**src/rtl/fpnew_writeback_buffer.sv**
```systemverilog
// Result-side buffer for the FPU: in-order FIFO of results, issue credit counter and
// sticky fflags that accumulate only when a result retires to the core.
module fpnew_writeback_buffer #(
   parameter int unsigned Width   = 32,
   parameter int unsigned Depth   = 4,
   parameter type         TagType = logic
) (
   input  logic             clk_i,
   input  logic             rst_ni,
   input  logic             flush_i,
   input  logic             issue_fire_i,
   output logic             credit_avail_o,
   input  logic [Width-1:0] fpu_result_i,
   input  logic [4:0]       fpu_status_i,
   input  logic             fpu_ext_bit_i,
   input  TagType           fpu_tag_i,
   input  logic             fpu_out_valid_i,
   output logic             fpu_out_ready_o,
   output logic [Width-1:0] wb_result_o,
   output logic [4:0]       wb_status_o,
   output logic             wb_ext_bit_o,
   output TagType           wb_tag_o,
   output logic             wb_valid_o,
   input  logic             wb_ready_i,
   input  logic             fflags_clr_i,
   output logic [4:0]       fflags_o,
   output logic             busy_o
);

   localparam int unsigned PtrW = $clog2(Depth);
   localparam logic [PtrW:0] DepthCnt = (PtrW + 1)'(Depth);

   logic [Width-1:0] result_q [Depth];
   logic [4:0]       status_q [Depth];
   logic             ext_q    [Depth];
   TagType           tag_q    [Depth];

   logic [PtrW-1:0] wr_ptr_q, rd_ptr_q;
   logic [PtrW:0]   count_q, count_d;
   logic [PtrW:0]   outst_q, outst_d;
   logic [4:0]      fflags_q, fflags_d;
   logic            push, pop, issue;

   assign fpu_out_ready_o = (count_q != DepthCnt);
   assign wb_valid_o      = (count_q != '0);
   assign credit_avail_o  = (outst_q != DepthCnt);
   assign busy_o          = (outst_q != '0);
   assign fflags_o        = fflags_q;

   assign wb_result_o  = result_q[rd_ptr_q];
   assign wb_status_o  = status_q[rd_ptr_q];
   assign wb_ext_bit_o = ext_q[rd_ptr_q];
   assign wb_tag_o     = tag_q[rd_ptr_q];

   // A handshake during flush is discarded on both sides.
   assign push  = fpu_out_valid_i & fpu_out_ready_o & ~flush_i;
   assign pop   = wb_valid_o & wb_ready_i & ~flush_i;
   assign issue = issue_fire_i & ~flush_i;

   always_comb begin
      count_d = count_q;
      unique case ({push, pop})
         2'b10:   count_d = count_q + 1'b1;
         2'b01:   count_d = count_q - 1'b1;
         default: count_d = count_q;
      endcase
      outst_d = outst_q;
      unique case ({issue, pop})
         2'b10:   outst_d = outst_q + 1'b1;
         2'b01:   outst_d = outst_q - 1'b1;
         default: outst_d = outst_q;
      endcase
      // Clear and retire in the same cycle keeps the retired status.
      fflags_d = (fflags_clr_i ? 5'b0 : fflags_q) | (pop ? wb_status_o : 5'b0);
   end

   always_ff @(posedge clk_i or negedge rst_ni) begin
      if (!rst_ni) begin
         wr_ptr_q <= '0;
         rd_ptr_q <= '0;
         count_q  <= '0;
         outst_q  <= '0;
         fflags_q <= '0;
      end else if (flush_i) begin
         wr_ptr_q <= '0;
         rd_ptr_q <= '0;
         count_q  <= '0;
         outst_q  <= '0;
         fflags_q <= fflags_clr_i ? 5'b0 : fflags_q;
      end else begin
         if (push) wr_ptr_q <= wr_ptr_q + 1'b1;
         if (pop)  rd_ptr_q <= rd_ptr_q + 1'b1;
         count_q  <= count_d;
         outst_q  <= outst_d;
         fflags_q <= fflags_d;
      end
   end

   always_ff @(posedge clk_i or negedge rst_ni) begin
      if (!rst_ni) begin
         for (int i = 0; i < Depth; i++) begin
            result_q[i] <= '0;
            status_q[i] <= '0;
            ext_q[i]    <= 1'b0;
            tag_q[i]    <= '0;
         end
      end else if (push) begin
         result_q[wr_ptr_q] <= fpu_result_i;
         status_q[wr_ptr_q] <= fpu_status_i;
         ext_q[wr_ptr_q]    <= fpu_ext_bit_i;
         tag_q[wr_ptr_q]    <= fpu_tag_i;
      end
   end

   issue_without_credit: assert property (@(posedge clk_i) disable iff (!rst_ni || flush_i)
      !(issue_fire_i && !credit_avail_o));
   retire_with_nothing_outstanding: assert property (@(posedge clk_i) disable iff (!rst_ni)
      !(pop && !issue && outst_q == '0));

endmodule

```
**config.mk**
```make
export PLATFORM = sky130hd
export DESIGN_NAME = fpnew_writeback_buffer
export DESIGN_NICKNAME = d
export VERILOG_FILES = /design/src/rtl/fpnew_writeback_buffer.sv
export SDC_FILE = /design/constraint.sdc
export NUM_CORES = 1
export LEC_CHECK = 0
export BUFFER_PORTS_ARGS = -buffer_cell sky130_fd_sc_hd__buf_2
export CAP_MARGIN = 0
export CORE_UTILIZATION = 53
export CTS_CLUSTER_SIZE = 20
export DETAILED_ROUTE_END_ITERATION = 12
export PLACE_DENSITY = 0.8
export SLEW_MARGIN = 20
export SYNTH_ARGS = -nofsm -noshare
export SYNTH_HDL_FRONTEND = slang
export SYNTH_SLANG_ARGS = --single-unit
```
**constraint.sdc**
```tcl
create_clock -name clk_i -period 6.9 [get_ports clk_i]
set_input_delay 0.345 -clock clk_i [delete_from_list [all_inputs] [get_ports clk_i]]
set_output_delay 0.345 -clock clk_i [all_outputs]
set_load 0.05 [all_outputs]
```
==> results of run 1 <==
==> power breakdown <==
group,switching [mW],leakage (nW),internal [mW]
clock,0.363,0.273,0.536
sequential,0.214,2.16,1.37
combinational,0.753,1.60,0.575
==> per-layer routing <==
layer	vias up	wire (µm)
met5	-	0
met4	0	197
met3	15	647
met2	103	7870
met1	2363	6330
li1	1959	-
==> critical path, cell delays in order, from the launching register on <==
cell and delay (ns):
dfrtp_2 0.70, buf_4 0.58, mux4_2 0.60, buf_2 0.23
==> flip-flops by register name, indices dropped and copies added (netlist names) <==
register	flops
outst_q	3
wr_ptr_q	2
fflags_o	5
ext_q	4
tag_q	4
result_q	128
status_q	20
count_q	3
rd_ptr_q	2
==> cell usage in the layout, fill, tap and decap left out, types with 5 or more instances in the layout <==
cell type	synthesis	layout
xor2_1	6	6
clkinv_2	0	6
nor2_1	9	9
mux4_2	39	39
nand2_1	15	11
dfrtp_1	171	169
clkbuf_16	0	17
buf_2	19	92
mux2_2	157	157
o21ai_0	10	10
inv_1	9	9
a21oi_1	5	5
buf_4	3	5
==> path summary, 6_finish.rpt <==
check / from / endpoint / slack (ns) / cells after the start
max: rd_ptr_q[0] / wb_status_o[3] / 3.99 / 3
min: rst_ni / result_q[6] / -0.04 / 1
max reg2reg: count_q[1] / count_q[1] / 4.23 / 8
min reg2reg: status_q[5] / status_q[5] / 0.50 / 1
max in group asynchronous: rst_ni / rd_ptr_q[0] / 5.65 / 2
min in group clk_i: fflags_clr_i / fflags_o[2] / 0.16 / 2
==> metrics by stage <==
stage | setup WS (ns) | std cells | instance area [µm²] | hold slack, ns
detailed placement | 4.26 | 734 | 8230 | 0.458
CTS | 3.90 | 765 | 8780 | 0.0114
finish | 3.99 | 765 | 8780 | -0.0374
global route | 3.77 | 765 | 8780 | 0.0433
global placement | 4.37 | 734 | 8230 | 0.441
floorplan | 4.03 | 487 | 7660 | 0.0494
==> logic make-up (layout without fill, tap and decap cells) <==
family          after synthesis  count (layout)
xor+xnor                      7               7
simple gates                 44              44
fa+ha+maj                     6               6
flops                       171             171
mux                         197             197
buf+inv                      41             139
compound gates               21              21
==> cells in the mapped netlist, types with 2 or more instances <==
cell type and n:
dfrtp_1 171, mux2_2 157, mux4_2 39, buf_2 19
nand2_1 15, o21ai_0 10, inv_1 9, nor2_1 9
xor2_1 6, a21oi_1 5, clkbuf_1 5, buf_6 4
ha_1 4, nor3_1 4, buf_4 3, nand3_1 3
nor3b_1 3, or3_1 3, a2111oi_0 2, fa_1 2
nand2b_1 2
==> area by class of cell <==
| class | count | area, µm² | share of cell area |
|---|---|---|---|
| Inverter | 9 | 33.8 | 0.00385 |
| Timing Repair Buffer | 99 | 520 | 0.0593 |
| Tap cell | 180 | 225 | 0.0256 |
| Sequential cell | 171 | 4280 | 0.488 |
| Multi-Input combinational cell | 275 | 3170 | 0.361 |
| Clock inverter | 9 | 97.6 | 0.0111 |
| Clock buffer | 22 | 454 | 0.0517 |
==> impl_results.md, run 1 <==
* Detailed Place HPWL at 9.62 mm
* Yosys reg bits at 171
* Final setup fails at 0
* Crit path max fanout at 27
* Io pins at 94
* # rows at 43
* Clock tree buffer depth at 2
* Syn nets at 539
* Multiplexer area fraction after synthesis at 0.347
* Critical Path End Type: primary output
* Average cell area after synthesis at 15.7 µm²
* Grt total ovfl at 0
* Clock transition at path regs at 0.06 ns
* Ys flop type: dfrtp_1
* # Max-Cap Violations at 0
* Cells after synthesis at 487
* Ant diodes at 0
* DRT Wirelength at 15.0 mm
* Actual slew at the worst max-slew pin at 1.12 ns
* Full die area at 14900 µm²
* Fmax at 343 MHz
* Pins Over Slew Limit at 0
* Post-synth EDFFs at 0
* Vias in the first global route at 4717
* Synth top area share at 0.559
* Port Buffers at 93
* Vias per std cell at 5.80
* Drt pass-1 iters at 4
* Failing checks: negative hold slack
* Post-CTS Hold Buffers at 0
* Syn Std Cell Area at 7660 µm²
* Setup crit start kind: register
* Layout net count at 625
* Number of setup buffers added after CTS at 0
* Final core utilization at 0.628
* Clock Skew at 0.00464 ns
* Sequential cell area fraction in the yosys report at 0.559
* WHS at -0.0374 ns
* Crit path required time at 6.55 ns
* Async SR Flop Fraction at 1.00
* GR Util met1 at 0.272
* Adder-cell share of the synthesized area at 0.0118
* Fraction of layout cells with a size suffix above 1 at 0.566
* Initial drt markers at 307
* Synthesis Warnings at 0
* Setup tns final at 0 ns
* Cell variety after synth at 33
* Post-CTS sizing at 0
* First-pass GRT wire length at 24.1 mm
* Antenna violation net count after detailed routing at 0
* Synth top area cells: dfrtp_1 (56%), mux2_2 (23%), mux4_2 (11%), buf_2 (1.2%), nand2_1 (0.74%)
* Total power at 3.82 mW
* H-tree depth at 4
* Relative slew slack at 0.254
* Compound-Gate Fraction of Synth Area at 0.0180
* Clk root buf: clkbuf_16
* Area Growth Syn to Fin at 14.7%
* Crit path DAT at 2.57 ns
* CTS Buf Count at 17
* Post-Synth Simple-Gate Area at 0.0278
* Crit path time final at 2.91 ns
* Final Hold Fails at 19
* TritonCTS clock tree: done
* Initial antenna violation count at 0
* Synth area leader: dfrtp_1
* VDD IR max at 216 µV
* Lkg Pwr at 4.03 nW
* WS Path Type: reg -> out
* Status: finished, violations left
* Largest family of logic cells by synthesized area: multiplexers
* Hold Crit Class: in -> async
* Die H at 122 µm
* DRC errors left at 0
* Routed wire per std cell at 19.7 µm
* Die Wd at 122 µm
* Total GRT Usage at 0.219
* Initial Util at 0.547
* RSZ-0062 raised after global routing: no
* Via count at 4440
* XOR/XNOR share of the synthesized area at 0.00801
* Core Area at 14000 µm²
* # clock sinks at 171
* FILL cells at 1031
* Largest net degree at the start of global routing at 90
* Met3 global-route usage at 0.0552
* GPL Wtd Cong at 0.702
* GR peak layer: met2
* Fin crit share at 0.422
* PD cells at 434 nW/µm²
* Met2 global-route usage at 0.369
* Worst-Skew Late Latency at 0.42 ns
Note: power is estimated with default switching activity, not from simulation.
==> run 2, diff against run 1 <==
CORE_UTILIZATION = 52   (was 53)
PLACE_DENSITY = 0.81   (was 0.8)
clock period = 2.5 ns   (was 6.9 ns; I/O delays follow)
==> run 2 against run 1 <==
The run now ends clean. Sequential cell count did not move. Register-to-register slack got worse by 4.1 ns. Global-route usage rose by 0.19 points. Sequential share of layout area decreased by 3.3 points. Clock skew is 0.0044 ns higher. Wire length grew 2.6%. Die area rose by 1.9%. Critical path depth grew 5. Largest power group unchanged.
==> impl_results.md, run 2 (synthesized netlist as in run 1, its figures left out) <==
* Initial Util at 0.543 (-0.00418)
* Crit path DAT at 2.64 ns (+0.07 ns)
* Crit path required time at 2.80 ns (-3.75 ns)
* Total power at 10.8 mW (+180%)
* Clock tree buffer depth at 2 (unchanged)
* Slowest CP cell: fa_1
* Setup crit start: count_q[2]
* Number of setup buffers added after CTS at 0 (unchanged)
* First-pass GRT wire length at 24.9 mm (+3.6%)
* Relative slew slack at 0.547 (+0.293)
* Number of cells on the critical path at 8 (+5)
* Total GRT Usage at 0.221 (+0.00189)
* Clk root buf: clkbuf_16
* # rows at 43 (unchanged)
* PD cells at 1150 nW/µm² (+160%)
* Hold path depth at 2
* Clock transition at path regs at 0.06 ns (about the same)
* VDD IR max at 632 µV (+190%)
* Via count at 4624 (+4.1%)
* DRT Wirelength at 15.4 mm (+2.6%)
* Clock power share at 0.246 (+0.010)
* Fin crit share at 0.934
* Reg2Reg Capture Point: count_q[1]
* Antenna violation net count after detailed routing at 0 (unchanged)
* Buffers and inverters on the worst path at 1 (-1)
* CP peak stage delay at 0.46 ns (-0.24 ns)
* Die Wd at 123 µm (+0.94%)
* DRC errors left at 0 (unchanged)
* Fmax at 428 MHz
* Final Hold Fails at 0 (-19)
* Setup crit start kind: register
* Placed Cells incl. Taps at 748 (+1.9%)
* Vias per std cell at 5.64 (-2.8%)
* Internal Pwr Total at 7.09 mW (+190%)
* GPL Wtd Cong at 0.736 (+4.8%)
* Sequential Power Share at 0.401 (-0.015)
* Worst-Skew Late Latency at 0.43 ns (about the same)
* Comb pwr share at 0.354 (+0.006)
* Crit-path leading delay family: simple AND/OR/NAND/NOR gates
* WHS at 0.0306 ns (+0.0680 ns)
* Switch Pwr at 3.71 mW (+180%)
* Hold Crit Class: in -> reg
* # Max-Cap Violations at 0 (unchanged)
* Pins Over Slew Limit at 0 (unchanged)
* Lkg Pwr at 4.30 nW (+6.8%)
* Grt total ovfl at 0 (unchanged)
* Most frequent cells in the layout: dfrtp_1 (169), mux2_2 (157), buf_2 (92), dlygate4sd3_1 (41), mux4_2 (39)
* Crit path max fanout at 3 (-89%)
* Actual slew at the worst max-slew pin at 0.679 ns (-0.439 ns)
* Leading cell type in the layout, fill and taps excluded: dfrtp_1
* # clock sinks at 171 (unchanged)
* Vias in the first global route at 4896 (+3.8%)
* Max reg flops at 128 (unchanged)
* WS Path Type: reg -> reg
* R2R depth at 8 (unchanged)
* CP Capture Point: count_q[1]
* Io pins at 94 (unchanged)
* RSZ-0062 raised after global routing: no
* Area Growth Syn to Fin at 22.9%
* Initial antenna violation count at 0 (unchanged)
* Die H at 123 µm (+0.94%)
* Clock Skew at 0.00901 ns (+0.00437 ns)
* Critical Path End Type: register
* Detailed Place HPWL at 9.81 mm (+2.0%)
* CTS Buf Count at 17 (unchanged)
* Top reg by flops: result_q
* RR Startpoint: count_q[2]
* Drt pass-1 iters at 4 (unchanged)
* TritonCTS clock tree: done
* Largest net degree at the start of global routing at 75 (-17%)
* Status: finished clean
* Switching part of the total at 0.344 (-0.00519)
* Ant diodes at 0 (unchanged)
* Port Buffers at 93 (unchanged)
* Initial drt markers at 207 (-33%)
* Non-Filler Instances at 820 (+7.2%)
* Reg2Reg Setup Slack at 0.17 ns (-4.06 ns)
* Final setup fails at 0 (unchanged)
* Routed wire per std cell at 18.8 µm (-4.3%)
* Critical Path, Cell by Cell: or3_4 -> and3b_1 -> and2_4 -> fa_1 -> inv_1 -> o31a_1 -> nor3b_1 -> or3_1
* Full die area at 15200 µm² (+1.9%)
* Core Area at 14100 µm² (+0.77%)
* Crit path time final at 2.33 ns
* Layout net count at 680 (+8.8%)
* Fraction of layout cells with a size suffix above 1 at 0.547 (-0.0189)
* H-tree depth at 4 (unchanged)
[run 2: per-layer routing]
layer | track usage | vias to the layer above | share of wire
met3 | 0.0558 | 18 | 0.039
met2 | 0.379 | 94 | 0.51
li1 | - | 2078 | -
met4 | 0.0753 | 0 | 0.014
met1 | 0.272 | 2434 | 0.43
met5 | 0 | - | 0
[run 2: what timing repair did]
action / CTS / global route
hold buffers: 41 / 0
endpoints found under the hold margin: 232 / 0
resized for setup: 0 / 0
[run 2: worst min path at each step]
stage,start,endpoint,slack [ns]
after detailed placement,rst_ni,result_q[68],0.20
after global routing,fpu_out_valid_i,count_q[2],0.02
after CTS,fpu_out_valid_i,count_q[2],0.006
final,fpu_out_valid_i,count_q[2],0.03
after global placement,rst_ni,result_q[100],0.18
after floorplan,rst_ni,count_q[0],-0.17
[run 2: cell type report]
cell class	count	area, µm²
clock buffer	20	457
clock inverter	11	145
fill	971	4680
inverter	9	33.8
multi-input combinational	275	3180
sequential	171	4280
tap	180	225
timing repair buffer	154	1090
[run 2: per-stage QoR]
step,cell area (µm²),util,worst slack (ns),TNS (ns)
floorplan,7670,-,-0.0840,-0.0840
global placement,8400,0.596,0.276,0
detailed placement,8400,0.596,0.159,0
CTS,9410,0.668,0.156,0
global route,9410,0.668,0.0697,0
finish,9410,0.668,0.166,0
[run 2: power by group through the flow]
stage	logic [mW]	clock network [mW]	registers, mW
after global placement	3.69	0	4.26
final	3.82	2.66	4.33
after global routing	4.06	2.83	4.45
after CTS	3.86	2.71	4.32
after detailed placement	3.80	0	4.37
after floorplan	3.12	0	4.20
